--- config.mk ---
export PLATFORM = sky130hd
export DESIGN_NAME = ad_ip_jesd204_tpl_adc_sync_capture
export DESIGN_NICKNAME = d
export VERILOG_FILES = /design/src/rtl/ad_ip_jesd204_tpl_adc_sync_capture.sv
export SDC_FILE = /design/constraint.sdc
export NUM_CORES = 1
export LEC_CHECK = 0
export BUFFER_PORTS_ARGS = -buffer_cell sky130_fd_sc_hd__buf_4
export CORE_MARGIN = 5
export CORE_UTILIZATION = 59
export DETAILED_ROUTE_END_ITERATION = 10
export GPL_TIMING_DRIVEN = 0
export PLACE_DENSITY = 0.78
export SLEW_MARGIN = 30
export SYNTH_ARGS = -nofsm -noshare
export SYNTH_HDL_FRONTEND = slang
export SYNTH_SLANG_ARGS = --single-unit
--- constraint.sdc ---
create_clock -name clk -period 24.1 [get_ports clk]
set_input_delay 7.23 -clock clk [delete_from_list [all_inputs] [get_ports clk]]
set_output_delay 7.23 -clock clk [all_outputs]
set_load 0.005 [all_outputs]
--- src/rtl/ad_ip_jesd204_tpl_adc_sync_capture.sv ---
// Arm/external-sync capture gate in front of a first-word-fall-through FIFO toward DMA; out_valid one cycle after first push.
// No upstream backpressure: a full, non-popping FIFO drops the beat and sets sticky overflow. Optional ARMED timeout: ADC_SYNC_CAPTURE_ARM_TIMEOUT_EN.
module ad_ip_jesd204_tpl_adc_sync_capture #(
   parameter int NUM_CHANNELS      = 4,
   parameter int DATA_PATH_WIDTH   = 2,
   parameter int BITS_PER_SAMPLE   = 16,
   parameter int FIFO_DEPTH_LOG2   = 3,
   parameter int CAPTURE_LEN_WIDTH = 32,
   localparam int DW = NUM_CHANNELS*DATA_PATH_WIDTH*BITS_PER_SAMPLE
) (
   input  logic                         clk,
   input  logic                         rst,
   input  logic                         in_valid,
   input  logic [DW-1:0]                in_data,
   input  logic [NUM_CHANNELS-1:0]      adc_enable,
   input  logic                         adc_sync,
   input  logic                         adc_external_sync,
   input  logic                         ext_sync_edge_sel,
   input  logic [CAPTURE_LEN_WIDTH-1:0] capture_length,
   output logic                         out_valid,
   input  logic                         out_ready,
   output logic [DW-1:0]                out_data,
   output logic                         adc_sync_status,
   output logic                         capture_done,
   output logic                         overflow,
   input  logic                         overflow_clr
`ifdef ADC_SYNC_CAPTURE_ARM_TIMEOUT_EN
   ,
   input  logic [15:0]                  arm_timeout,
   output logic                         arm_timeout_err
`endif
);

   localparam int CW    = DATA_PATH_WIDTH*BITS_PER_SAMPLE;
   localparam int DEPTH = 1 << FIFO_DEPTH_LOG2;
   localparam logic [FIFO_DEPTH_LOG2:0] FULL_OCC = (FIFO_DEPTH_LOG2+1)'(DEPTH);

   typedef enum logic [1:0] {ST_IDLE, ST_ARMED, ST_CAPTURE, ST_DONE} state_t;

   state_t                       state_q, state_d;
   logic                         ext_d1_q, ext_d2_q;
   logic                         armed_entry_q, armed_entry_d;
   logic [CAPTURE_LEN_WIDTH-1:0] cnt_q, cnt_d, len_q, len_d, cnt_inc;
   logic                         sync_status_q, sync_status_d;
   logic                         done_q, done_d;
   logic                         overflow_q, overflow_d;
   logic [FIFO_DEPTH_LOG2-1:0]   wr_ptr_q, wr_ptr_d, rd_ptr_q, rd_ptr_d;
   logic [FIFO_DEPTH_LOG2:0]     occ_q, occ_d;
   logic [DW-1:0]                mem_q [DEPTH];
   logic [DW-1:0]                wr_data;
   logic                         edge_det, forwarding, push, pop, full, wr_en;
`ifdef ADC_SYNC_CAPTURE_ARM_TIMEOUT_EN
   logic [15:0]                  tmo_q, tmo_d;
   logic                         tmo_err_q, tmo_err_d, tmo_hit, tmo_set;
`endif

   always_comb begin
      edge_det   = ext_sync_edge_sel ? (~ext_d1_q & ext_d2_q) : (ext_d1_q & ~ext_d2_q);
      forwarding = (state_q == ST_IDLE) || (state_q == ST_CAPTURE);
      out_valid  = (occ_q != '0);
      out_data   = out_valid ? mem_q[rd_ptr_q] : '0;
      push       = in_valid & forwarding;
      pop        = out_valid & out_ready;
      full       = (occ_q == FULL_OCC);
      // A full FIFO still takes the beat when the head leaves in the same cycle.
      wr_en      = push & (~full | pop);
      wr_data    = in_data;
      for (int c = 0; c < NUM_CHANNELS; c++) begin
         if (!adc_enable[c]) wr_data[c*CW +: CW] = '0;
      end
   end

   always_comb begin
      state_d = state_q;
      cnt_d   = cnt_q;
      len_d   = len_q;
      cnt_inc = cnt_q + 1'b1;
`ifdef ADC_SYNC_CAPTURE_ARM_TIMEOUT_EN
      tmo_set = 1'b0;
      tmo_hit = (arm_timeout != '0) && ((tmo_q + 16'd1) == arm_timeout);
`endif
      case (state_q)
         ST_IDLE: begin
            if (adc_sync) state_d = ST_ARMED;
         end
         ST_ARMED: begin
            if (adc_sync) begin
               state_d = ST_IDLE;
            end else if (edge_det && !armed_entry_q) begin
               state_d = ST_CAPTURE;
               cnt_d   = '0;
               len_d   = capture_length;
            end
`ifdef ADC_SYNC_CAPTURE_ARM_TIMEOUT_EN
            else if (tmo_hit) begin
               state_d = ST_IDLE;
               tmo_set = 1'b1;
            end
`endif
         end
         ST_CAPTURE: begin
            if (in_valid) cnt_d = cnt_inc;
            if (adc_sync) begin
               state_d = ST_IDLE;
            end else if (in_valid && (len_q != '0) && (cnt_inc == len_q)) begin
               state_d = ST_DONE;
            end
         end
         ST_DONE: begin
            if (adc_sync) state_d = ST_ARMED;
         end
         default: state_d = ST_IDLE;
      endcase

      armed_entry_d = (state_d == ST_ARMED) && (state_q != ST_ARMED);
      sync_status_d = (state_d == ST_ARMED);
      done_d        = (state_d == ST_DONE);
      overflow_d    = (push & full & ~pop) | (overflow_q & ~overflow_clr);

      occ_d = occ_q;
      if (wr_en && !pop)      occ_d = occ_q + 1'b1;
      else if (!wr_en && pop) occ_d = occ_q - 1'b1;
      wr_ptr_d = wr_en ? wr_ptr_q + 1'b1 : wr_ptr_q;
      rd_ptr_d = pop   ? rd_ptr_q + 1'b1 : rd_ptr_q;
`ifdef ADC_SYNC_CAPTURE_ARM_TIMEOUT_EN
      tmo_d     = (state_q == ST_ARMED) ? tmo_q + 16'd1 : '0;
      tmo_err_d = tmo_set | (tmo_err_q & ~overflow_clr);
`endif
   end

   always_ff @(posedge clk or posedge rst) begin
      if (rst) begin
         state_q       <= ST_IDLE;
         ext_d1_q      <= 1'b0;
         ext_d2_q      <= 1'b0;
         armed_entry_q <= 1'b0;
         cnt_q         <= '0;
         len_q         <= '0;
         sync_status_q <= 1'b0;
         done_q        <= 1'b0;
         overflow_q    <= 1'b0;
         wr_ptr_q      <= '0;
         rd_ptr_q      <= '0;
         occ_q         <= '0;
`ifdef ADC_SYNC_CAPTURE_ARM_TIMEOUT_EN
         tmo_q         <= '0;
         tmo_err_q     <= 1'b0;
`endif
      end else begin
         state_q       <= state_d;
         ext_d1_q      <= adc_external_sync;
         ext_d2_q      <= ext_d1_q;
         armed_entry_q <= armed_entry_d;
         cnt_q         <= cnt_d;
         len_q         <= len_d;
         sync_status_q <= sync_status_d;
         done_q        <= done_d;
         overflow_q    <= overflow_d;
         wr_ptr_q      <= wr_ptr_d;
         rd_ptr_q      <= rd_ptr_d;
         occ_q         <= occ_d;
`ifdef ADC_SYNC_CAPTURE_ARM_TIMEOUT_EN
         tmo_q         <= tmo_d;
         tmo_err_q     <= tmo_err_d;
`endif
      end
   end

   // Storage needs no reset: occupancy alone decides what is visible.
   always_ff @(posedge clk) begin
      if (wr_en) mem_q[wr_ptr_q] <= wr_data;
   end

   assign adc_sync_status = sync_status_q;
   assign capture_done    = done_q;
   assign overflow        = overflow_q;
`ifdef ADC_SYNC_CAPTURE_ARM_TIMEOUT_EN
   assign arm_timeout_err = tmo_err_q;
`endif

endmodule

# ---- After elaboration in Yosys (flattened, before gate mapping)
# Memories as Yosys holds them, arrays and structs flattened.
# Index checks and enable logic that the tools add are counted.
dict set report word_totals {
  register_bits 82
  ram_bits 1024
  input_bits 172
  out_inout_bits 132
  word_cells 83
  memories 1
}
# memory depth width read_ports rd_clocked_by_memory_dff wr line
set memory_table {}
lappend memory_table {mem_q 8 128 1 0 1 49} ;# logic [DW-1:0] mem_q [DEPTH];
dict set report op_classes {
  addsub 5
  eq_ne 11
  muxes 20
  n_bitwise 16
  n_reduce_logical 18
}
# op count
set op_table {}
lappend op_table {{32-bit two-way mux} 7}
lappend op_table {{128-bit two-way mux} 1}
lappend op_table {{32-bit one-hot mux with 2 select lines} 1}
lappend op_table {{32-bit by 1-bit adder with 32-bit output (second input constant)} 1}
lappend op_table {{32-bit equality test} 1}
lappend op_table {{32-bit nonzero test} 1}
lappend op_table {{2-bit two-way mux} 5}
lappend op_table {{1-bit AND} 8}
lappend op_table {{4-bit two-way mux} 2}
lappend op_table {{3-bit by 1-bit adder with 3-bit output (second input constant)} 2}
lappend op_table {{2-bit equality test (second input constant)} 3}
lappend op_table {{1-bit logical AND} 6}
lappend op_table {{2-bit != test (second input constant)} 3}
lappend op_table {{1-bit inverter} 6}
lappend op_table {{2-bit one-hot mux with 3 select lines} 1}
lappend op_table {{4-bit by 1-bit adder with 4-bit output (second input constant)} 1}
lappend op_table {{2-bit by 1-bit equality test with 1-bit output (second input constant)} 2}
lappend op_table {{4-bit equality test (second input constant)} 1}
lappend op_table {{4-bit AND reduction} 1}
lappend op_table {{2-bit nonzero test} 2}
lappend op_table {{4-bit nonzero test} 1}
lappend op_table {{4-bit by 1-bit subtractor with 4-bit output (second input constant)} 1}
lappend op_table {{1-bit logical NOT} 3}
lappend op_table {{1-bit two-way mux} 3}
lappend op_table {{other kinds (6)} 7}

# ---- Longest topological paths before layout
dict set report logic_depth {
  ltp_word 9
  depth_mapped 14
  mapped_depth_nobuf 12
}

# ---- Least setup slack after synthesis
# No wires, ideal clock.
dict set report synth_timing {
  path_kind {input-to-reg}
  from {in out_ready}
  to {mem mem_q[2][0] (netlist bit), enable pin}
  setup_ns 0.798
  arrival_ns 17.113
  required_time_ns 23.302
  slack_ns 6.189
  path_stages 5
  n_path_buf 1
  path_cell_list {nand3b_1 -> nor2b_1 -> clkbuf_1 -> nand2b_1 -> nor3b_1}
}
dict set report synth_between {
  elab_chain_cells 5
}
# item line
set synth_lines {}
lappend synth_lines {{start, declared} 21} ;# input logic out_ready,
lappend synth_lines {{1-bit AND} 63} ;# pop = out_valid & out_ready;
lappend synth_lines {{1-bit OR} 66} ;# wr_en = push & (~full | pop);
lappend synth_lines {{1-bit AND} 66}
lappend synth_lines {{net wr_en} 51} ;# logic edge_det, forwarding, push, pop, full, wr_en;
lappend synth_lines {{1-bit two-way mux} 171} ;# if (wr_en) mem_q[wr_ptr_q] <= wr_data;
lappend synth_lines {{1-bit two-way mux (not written as such)} 171}
lappend synth_lines {{end, declared} 49}
# The timed path passes the listed nets, and every way through them passes these cells.

# ---- Final worst setup path
dict set report layout_timing {
  from {reg rd_ptr_q[0]}
  to {out out_data[7]}
}
dict set report layout_between {
  elab_chain_cells 2
}
# item line
set layout_lines {}
lappend layout_lines {{start, declared} 47} ;# logic [FIFO_DEPTH_LOG2-1:0] wr_ptr_q, wr_ptr_d, rd_ptr_q, rd_ptr_d;
lappend layout_lines {{start signal, assigned} 160} ;# rd_ptr_q <= rd_ptr_d;
lappend layout_lines {{memory 8 x 128 bit} --}
lappend layout_lines {{128-bit two-way mux} 61} ;# out_data = out_valid ? mem_q[rd_ptr_q] : '0;
lappend layout_lines {{end, declared} 22} ;# output logic [DW-1:0] out_data,
# Every way passes these cells.

==> flow_results.org <==
** Power and ir drop
- IR analysis of the VDD net gives a maximum drop of around 77 uV.
- Leak :: roughly 19 nW
- The share of total power dissipated in sequential elements is 0.389.
- Clock group share of total power :: 0.269
- Of the total power, combinational logic draws 0.342.
- Total internal power :: roughly 4.3 mW
- Switching power summed over all nets :: roughly 2 mW
- Of the total power, the share spent switching nets is 0.3111.
- Power per cell area :: approximately 120 mW/mm2

** Clock tree
- Cell at the root of the clock tree :: clkbuf_16
- Hold repair after CTS inserted 0 buffers.
- Worst-path clk slew :: about 60 ps
- TritonCTS built the clock tree.
- Cells resized by post-CTS repair :: 0
- Setup bufs post-CTS :: 0
- Total clock buffers created by CTS :: between 100 and 150
- Clk sinks :: around 1100
- No sink is reached through more buffers than the 3 on the longest clock path.
- The clock tree synthesis step divided the H-tree into 3 levels.
- Clock insertion delay at the later pin of the skew report :: ~700 ps

** Finish
- Leading cell types in the layout, fill and taps excluded :: edfxtp_1, buf_4, mux4_2
- Non-filler cells in the finished layout :: 3963
- In the final layout, the share of cells above drive strength 1 is 0.3247.
- Commonest non-fill, non-tap cell in the layout :: edfxtp_1
- After routing the design area is 0.05351 mm2.
- Relative area change from synthesis to final layout :: 19.65%
- Total of fill cells in the finished design :: between 4000 and 5000
- The final layout contains between 3000 and 4000 nets.
- Fin util :: 0.7081

** Logic synthesis
- Number of register bits inferred by synthesis :: ~1100
- Instance count of the mapped netlist :: between 2000 and 2500
- Count of yosys warnings during synthesis :: 0
- For this run, the leading register cell type out of synthesis is edfxtp_1.
- Post-synth EDFFs :: between 1000 and 1500
- Fraction of registers with async set/reset :: 0.07414
- Distinct cells, synth :: 65
- Library cell occupying the most area in the post-synthesis netlist :: edfxtp_1
- Of the synthesized area, sequential elements account for 0.7334.
- Post-synthesis area per instance :: slightly below 20 um2
- Cell Area, Synth :: about 0.045 mm2
- Ranked by total cell area, the synthesized netlist is headed by edfxtp_1, mux4_2, dfrtp_1, mux2i_1, and2_1.
- Of the post-synthesis cell area, the dominant cell type holds 0.6875.
- The number of nets handed over by synthesis was about 2500.

** Critical path
- Tracing the worst setup path back leads to its startpoint at rd_ptr_q[0].
- In this run the register-to-register setup slack is 19610 ps.
- Biggest fanout along the worst timing path :: 10
- The worst setup path is of the reg2out kind.
- The most critical setup path has its endpoint at out_data[7].
- Critical path required time :: roughly 17000 ps
- Arrival @ worst endpoint :: approximately 3700 ps
- The startpoint identified for the worst register-to-register timing path is state_q[0].
- Capturing point of the worst reg2reg path :: mem_q[1][95]
- The number of cells on the worst reg-to-reg path is 15.
- The worst setup path is captured at a primary output.
- The worst setup path is launched from a register.

** Drt
- Amount of wire on met3 after detailed routing :: around 8.1 mm
- Average wire per cell in the routed design :: roughly 28 um
- In the routed design, unresolved DRC markers number 0.
- Antenna-violating nets left :: 0
- Wires add up to approximately 110 mm.
- In this run, the number of DRC markers left after iteration 0 of detailed routing was about 2400.
- Detailed routing inserted a total of approximately 25000 vias.
- Routed length on met2 :: 56.45 mm
- Iteration count of the initial detailed-routing pass :: 6
- Post-route met1 wirelength :: approximately 40 mm
- Using the TritonRoute via totals, the vias-per-cell ratio works out to between 6 and 7.
- After detailed routing, no signal wire sits above met4.

** Floorplanning
- During I/O placement, the number of pins put on the boundary was a little over 300.
- Core region area :: about 0.076 mm2
- Die Span X :: 285.3 um
- Die Ht :: around 290 um
- Effective utilization at floorplan :: 0.5918
- Total Die Area :: roughly 0.081 mm2
- Row generation in the floorplan step produced roughly 100 rows.

** Timing
- Setup repair after global routing missed its margin :: false
- The total count of hold-check failures in the final report was 0.
- In the finished design, the share of the clock period the worst path needs comes to 0.4543.
- The final number of max-transition violations was 0.
- At the pin with the least slew margin, the transition time is slightly above 1000 ps.
- Maximum clock frequency :: approximately 91 MHz
- Summed negative setup slack over all endpoints :: 0 ps
- Minimum clock period :: around 11000 ps
- Setup Viol. Count Final :: 0
- Rel. slew slack :: 0.3020
- Between clock sinks in the finished design, the worst skew comes to 43.50 ps.
- The tightest hold path in the finished design has a slack of 400.6 ps.

** Min path
- Hold Path Class :: reg2reg
- The worst hold path begins at ext_d1_q.

** Global route
- Sum of overflow across all layers after global routing :: 0
- Global-route total usage across every layer :: 0.2698
- Vias in the first global route :: 25729
- The number of antenna violations at the first check in global routing came to 3.
- The first global-routing pass estimated 164.3 mm of wire.
- Pin count of the biggest net entering global routing :: 46

** Placement
- The congestion estimate from routability-driven global placement came to a little under 0.9.
- Once placement completed, the tool counted placed cells totaling about 3800.
- After legalization and detailed placement, the total HPWL measured between 70 and 80 mm.
- Buffers placed on the I/O ports in this run total between 300 and 400.
- Instance area after placement :: approximately 0.05 mm2

** Flow run
- Number of max-cap violations :: 0

** Outcome
- The flow ran to the end, and the final reports show no timing, DRC or antenna violations.
layer usage:
layer | GRT usage | up-vias
met2 | 0.4584 | 1163
li1 | - | 10484
met1 | 0.3569 | 12675
met3 | 0.04884 | 233
met5 | 0 | -
met4 | 0.09596 | 0
cell type report:
cell class,instances,area (um2),share of cell area
clock buffer,128,2799,0.05231
antenna,1,2.502,0.00004676
timing repair buffer,454,3892,0.07274
tap,978,1224,0.02287
buffer,134,585.6,0.01094
inverter,13,53.80,0.001005
sequential,1106,32800,0.6130
clock inverter,73,783.3,0.01464
multi-input combinational,1076,11370,0.2125
per-stage QoR:
stage	total power, mW	setup slack, ps
after floorplan	3.735	6189
after global placement	4.626	-3895
after detailed placement	4.636	13360
after CTS	6.342	12810
after global routing	6.577	13090
final	6.307	13150
cells in the mapped netlist, types with 35 or more instances:
cell type  count
and2_1       136
buf_1         41
clkbuf_1      74
dfrtp_1       82
edfxtp_1    1024
mux2_2        35
mux2i_1      133
mux4_2       256
nand2_1       47
nor2_1       154
o21ai_0       37
xnor2_1       39
power by group through the flow:
stage	sequential, mW	clock, mW	combinational, mW
detailed placement	2.49	0	2.15
global route	2.47	1.80	2.30
CTS	2.45	1.71	2.17
floorplan	2.51	0	1.22
global placement	2.60	0	2.02
finish	2.45	1.70	2.16
flip-flops by register name, summed over array words and instances (netlist names), 2 cells and up:
register and cells:
mem_q 1024, occ_q 4, state_q 2, len_q 32, rd_ptr_q 3, wr_ptr_q 3, cnt_q 32
logic make-up after synthesis:
| group | count (synthesis) | synth area share |
|---|---|---|
| XOR/XNOR | 51 | 0.009987 |
| multiplexers | 424 | 0.1675 |
| adder cells (fa/ha/maj) | 10 | 0.002966 |
| AND/OR/NAND/NOR | 482 | 0.05755 |
| buffers and inverters | 147 | 0.01337 |
| flip-flops | 1106 | 0.7334 |
| AO/OA/AOI/OAI | 109 | 0.01522 |
critical path: stages (launching register included):
cell	delay, ps
dfrtp_1	350
clkbuf_1	210
clkbuf_1	810
clkbuf_2	530
mux4_2	570
mux2i_1	340
nor2_1	80
buf_4	160
worst min-delay path by stage:
stage,endpoint,slack [ps],depth (start not counted)
detailed placement,ext_d2_q,390,0
global route,ext_d2_q,420,0
finish,ext_d2_q,400,0
floorplan,ext_d2_q,360,0
CTS,ext_d2_q,400,0
global placement,ext_d2_q,370,0
Note: power is estimated with default switching activity, not from simulation.
